$ cat config.mk
export PLATFORM = sky130hd
export DESIGN_NAME = clkgate_ctrl
export DESIGN_NICKNAME = d
export VERILOG_FILES = /design/src/rtl/clkgate_ctrl.sv
export SDC_FILE = /design/constraint.sdc
export NUM_CORES = 1
export LEC_CHECK = 0
export CAP_MARGIN = 40
export CORE_AREA = 2 2 39 41
export DETAILED_ROUTE_END_ITERATION = 10
export DIE_AREA = 0 0 41 43
export HOLD_SLACK_MARGIN = 0.03
export PLACE_DENSITY = 0.81
export SYNTH_ARGS = -nofsm -noshare
export SYNTH_HDL_FRONTEND = slang
export SYNTH_SLANG_ARGS = --single-unit
export TNS_END_PERCENT = 10
$ cat constraint.sdc
create_clock -name clk -period 1.8 [get_ports clk]
set_input_delay 0.36 -clock clk [delete_from_list [all_inputs] [get_ports clk]]
set_output_delay 0.36 -clock clk [all_outputs]
set_load 0.05 [all_outputs]
$ cat src/rtl/clkgate_ctrl.sv
// Purpose: per-channel clock-enable controller for BUFGCE CE pins (sync, dwell, cascade).
// Latency: sw edge captured at posedge k reaches ce at posedge k+SYNC_STAGES once the dwell has expired.
// Backpressure: none; requests arriving during a dwell are held off, and short pulses may be lost.
module clkgate_ctrl #(
  parameter int unsigned     N_CH        = 2,
  parameter int unsigned     SYNC_STAGES = 2,
  parameter int unsigned     MIN_HOLD    = 4,
  parameter logic [N_CH-1:0] CASCADE     = 2'b10
) (
  input  logic            clk,
  input  logic            rst_n,
  input  logic [N_CH-1:0] sw,
  input  logic            force_off,
  output logic [N_CH-1:0] ce,
  output logic [N_CH-1:0] on_st,
  output logic [N_CH-1:0] chg
);

  // Dwell counter is wide enough to hold MIN_HOLD-1 even when MIN_HOLD is a power of two.
  localparam int unsigned HW = $clog2(MIN_HOLD) + 1;
  localparam logic [HW-1:0] HOLD_LOAD = HW'(MIN_HOLD - 1);

  typedef enum logic {
    ST_OFF = 1'b0,
    ST_ON  = 1'b1
  } st_e;

  // sync_q[0] is the only flop that looks at sw; req comes off the last stage.
  logic [N_CH-1:0] sync_q [SYNC_STAGES];
  logic [N_CH-1:0] req;

  st_e             state_q [N_CH];
  st_e             state_d [N_CH];
  logic [HW-1:0]   hcnt_q  [N_CH];
  logic [HW-1:0]   hcnt_d  [N_CH];

  logic [N_CH-1:0] ce_q;
  logic [N_CH-1:0] ce_d;
  logic [N_CH-1:0] chg_q;
  logic [N_CH-1:0] chg_d;

  assign req = sync_q[SYNC_STAGES-1];

  // Synchroniser chains for the asynchronous switch inputs.
  always_ff @(posedge clk or negedge rst_n) begin
    if (!rst_n) begin
      for (int s = 0; s < int'(SYNC_STAGES); s++) begin
        sync_q[s] <= '0;
      end
    end else begin
      sync_q[0] <= sw;
      for (int s = 1; s < int'(SYNC_STAGES); s++) begin
        sync_q[s] <= sync_q[s-1];
      end
    end
  end

  // Per-channel OFF/ON decision with minimum dwell; force_off bypasses the dwell.
  always_comb begin
    for (int i = 0; i < int'(N_CH); i++) begin
      state_d[i] = state_q[i];
      hcnt_d[i]  = (hcnt_q[i] != '0) ? (hcnt_q[i] - HW'(1)) : '0;
      if (state_q[i] == ST_OFF) begin
        if (req[i] && (hcnt_q[i] == '0) && !force_off) begin
          state_d[i] = ST_ON;
          hcnt_d[i]  = HOLD_LOAD;
        end
      end else begin
        if (force_off || (!req[i] && (hcnt_q[i] == '0))) begin
          state_d[i] = ST_OFF;
          hcnt_d[i]  = HOLD_LOAD;
        end
      end
    end
  end

  // Cascade resolved from next-state values in ascending order, so a parent and its
  // children all land in ce on the same edge instead of rippling one edge per stage.
  always_comb begin
    logic parent;
    parent = 1'b1;
    for (int i = 0; i < int'(N_CH); i++) begin
      if ((i > 0) && CASCADE[i]) begin
        ce_d[i] = (state_d[i] == ST_ON) & parent;
      end else begin
        ce_d[i] = (state_d[i] == ST_ON);
      end
      parent = ce_d[i];
    end
    chg_d = ce_d ^ ce_q;
  end

  // Channel state and dwell counters.
  always_ff @(posedge clk or negedge rst_n) begin
    if (!rst_n) begin
      for (int i = 0; i < int'(N_CH); i++) begin
        state_q[i] <= ST_OFF;
        hcnt_q[i]  <= '0;
      end
    end else begin
      for (int i = 0; i < int'(N_CH); i++) begin
        state_q[i] <= state_d[i];
        hcnt_q[i]  <= hcnt_d[i];
      end
    end
  end

  // CE and change pulse are flop outputs only, so no glitch can reach the BUFGCE pins.
  always_ff @(posedge clk or negedge rst_n) begin
    if (!rst_n) begin
      ce_q  <= '0;
      chg_q <= '0;
    end else begin
      ce_q  <= ce_d;
      chg_q <= chg_d;
    end
  end

  // on_st reports the raw channel state, before cascade gating.
  always_comb begin
    for (int i = 0; i < int'(N_CH); i++) begin
      on_st[i] = (state_q[i] == ST_ON);
    end
  end

  assign ce  = ce_q;
  assign chg = chg_q;

endmodule

==> results.txt <==
----------------------------------------------------
[Worst hold path]
  Hold Path Origin ... sync_q[2]
  Worst hold path type ... reg -> reg
  Hold Path Cell Cnt ... 0

[Yosys]
  Number of instances in the synthesized netlist ... 52
  Primary FF master, synth ... sky130_fd_sc_hd__dfrtp_1
  Number of enable-type register cells in the synthesized netlist ... 0
  Syn Std Cell Area ... 593 sq um
  Net count of the mapped netlist ... 57
  Post-synthesis sequential area ratio ... 63.3%
  Count of synthesis-stage warnings from yosys ... 0
  Mean instance size in the synthesized netlist ... 11.4 sq um
  Synth unique cells ... 20
  Post-synthesis sequential element count ... 15
  Share of synthesized flip-flops with an asynchronous set or reset ... 100%

[Floorplanning]
  Area inside the core boundary ... 0.00138 sq mm
  Total number of placement rows ... 14
  Area of the die ... 0.00176 sq mm
  Die height ... 43 microns
  Effective utilization at floorplan ... 42.9%
  Horizontal extent of the die ... 41 microns
  Ports ... 11

[GRT]
  Wire length of the first global-routing pass ... 1680 microns
  Antenna violations before repair ... 0
  Vias in the first global route ... 441
  Remaining global-route overflow ... 0
  GRT Total Usage ... 14.0%
  Pin count of the biggest net entering global routing ... 16

[Drt]
  Initial drt markers ... 18
  Routed Antenna Nets ... 0
  Via count of the routed design ... 453
  Via/cell ratio ... 5.59
  Routed wire length per instance ... 11.9 microns
  Routed WL ... 964 microns
  DRC errors left ... 0
  Number of optimization iterations in the first detailed-route pass ... 4

[STA]
  Final Setup Violations ... 0
  Max-slew headroom ... 66.7%
  RSZ-0062 raised after global routing ... no
  Number of endpoints with negative hold slack in the final report ... 0
  Worst slew pin tran ... 0.499 ns
  Post-Route Setup TNS ... 0 ns
  Peak Freq ... 641 MHz
  Final Cycle Share ... 86.7%
  Minimum period implied by the final worst setup slack ... 1.56 ns
  Fin worst setup slack ... 0.239 ns
  Skew final ... 0.00425 ns
  Number of pins exceeding their max-slew limit in the final report ... 0

[Layout]
  P&R area growth vs syn ... 22.6%
  Area used by multi-input combinational logic ... 206 sq um
  Final #Nets ... 71
  Fraction of final layout cells with drive strength greater than 1 ... 18.5%
  Final-layout fill cell count ... 119
  Post-route non-filler standard cell count ... 81
  Diode count ... 0
  Final Core Density ... 52.5%
  Combined flip-flop and latch cell area ... 375 sq um

[Setup path]
  Type of origin of the critical path ... flip-flop
  Cell-by-cell listing of the critical path ... or4b_1 > a221oi_2 > xor2_1
  Top fanout value on the critical path ... 7
  Master of the slowest instance on the critical path ... sky130_fd_sc_hd__or4b_1
  Worst path buffer plus inverter count ... 0
  Type of the worst setup path ... reg -> reg
  Delay contributed by the slowest stage of the critical path ... 0.57 ns
  Number of cells on the critical path ... 3
  Largest delay share family, worst path ... simple AND/OR/NAND/NOR gates
  Arrival time reported for the critical path endpoint ... 1.76 ns
  Critical Path Sink Type ... flip-flop
  Critical path origin ... hcnt_q[0]
  Depth of the most critical reg-to-reg path ... 3
  FF-to-FF Start ... hcnt_q[0]
  CP required ... 2.00 ns

[Clock network]
  Clock sink count ... 15
  Maximum level of the CTS H-tree ... 1
  CTS tree ... built
  Root Driver ... sky130_fd_sc_hd__clkbuf_4
  Max clock buf depth ... 2
  Source-to-sink clock delay at the later pin of the worst-skew pair ... 0.28 ns
  Number of CTS-inserted buffers ... 3
  Worst-path clk slew ... 0.09 ns
  Hold Buf Count CTS ... 0

[Power and ir drop]
  Power density over cell area ... 1440 mW/mm^2
  Overall power of the completed layout ... 1.05 mW
  Peak ir drop on the vdd network ... 0.000583 V
  Cell leakage power ... 0.358 nW

[Placement]
  Worst slack, placed ... 0.208 ns
  Final RePlAce weighted congestion ... 0.787
  Port Buffer Count ... 10
  Detailed placement HPWL ... 717 microns
  Number of cells after detailed placement ... 77

[Status]
  Status ... complete, no violations

[Job]
  Max_cap viols ... 0

----------------------------------------------------
## layout by cell type, fill, tap and decap left out, types with 2 or more instances in the layout
master                            count
sky130_fd_sc_hd__nor3_1               3
sky130_fd_sc_hd__a21oi_1              2
sky130_fd_sc_hd__nor3b_1              2
sky130_fd_sc_hd__o21ai_1              2
sky130_fd_sc_hd__buf_4                6
sky130_fd_sc_hd__clkdlybuf4s50_1      4
sky130_fd_sc_hd__o31ai_1              2
sky130_fd_sc_hd__nand2_1              7
sky130_fd_sc_hd__dfrtp_1             15
sky130_fd_sc_hd__o21ai_0              3
sky130_fd_sc_hd__clkbuf_4             3
sky130_fd_sc_hd__nor2_1               5
## metal layers
layer  track usage, %  vias up  wire length [microns]
met5                0        -                      0
met1             16.2      217                    407
met2             22.5       18                    473
met4             10.0        0                     17
li1                 -      214                      -
met3             1.57        4                     67
## final timing paths
check,slack [ns],end
max,0.24,chg[1]
min,0.37,req[0]
min in group asynchronous,0.39,ce[1]
max in group asynchronous,1.25,req[1]
max reg2reg,0.24,chg[1]
min reg2reg,0.37,req[0]
## registers in the layout (all words and copies together) (netlist names)
name / cells
ce: 2
chg: 2
hcnt_q: 6
on_st: 1
req: 2
sync_q: 2
## cells in the mapped netlist, drive strengths merged, types with 2 or more instances
library cell / count / area [sq um]
a21oi: 2 / 10.0
dfrtp: 15 / 375
nand2: 7 / 26.3
nor2: 5 / 18.8
nor3: 3 / 15.0
nor3b: 2 / 15.0
o21ai: 5 / 25.0
o31ai: 2 / 15.0
or4b: 2 / 23.8
## worst reg2reg max path: stages, from the launching register on
cell	delay, ns
sky130_fd_sc_hd__dfrtp_1	0.46
sky130_fd_sc_hd__or4b_1	0.57
sky130_fd_sc_hd__a221oi_2	0.29
sky130_fd_sc_hd__xor2_1	0.17
## logic make-up after synthesis
| logic type | share of synthesized area, % |
|---|---|
| AO/OA/AOI/OAI | 12.2 |
| XOR/XNOR | 1.48 |
| buffers and inverters | 1.90 |
| flip-flops | 63.3 |
| AND/OR/NAND/NOR | 21.1 |
## layout make-up
cell class              instances  share of cell area, %
flip-flops and latches         15                   51.6
multi-input cells              35                   28.4
repair buffers                 11                   13.4
clock buffers                   3                   3.10
well taps                      16                   2.75
clock inverters                 1                  0.688
## power by group
| part | switching [mW] | leakage (nW) | internal (mW) |
|---|---|---|---|
| combinational | 0.222 | 0.148 | 0.135 |
| sequential | 0.0936 | 0.192 | 0.412 |
| clock | 0.104 | 0.0177 | 0.0824 |
| total | 0.420 | 0.358 | 0.630 |
## through the flow
step / area, sq um / hold WS (ns)
detailed placement: 697 / 0.347
floorplan: 593 / 0.0644
finish: 727 / 0.366
global route: 727 / 0.372
CTS: 724 / 0.369
global placement: 697 / 0.335
## repair_timing
action,in CTS,in global routing
buffers inserted,0,0
gates resized for setup,0,1
endpoints found under the setup margin,0,1
No activity file was read; power rests on OpenSTA's default activity.
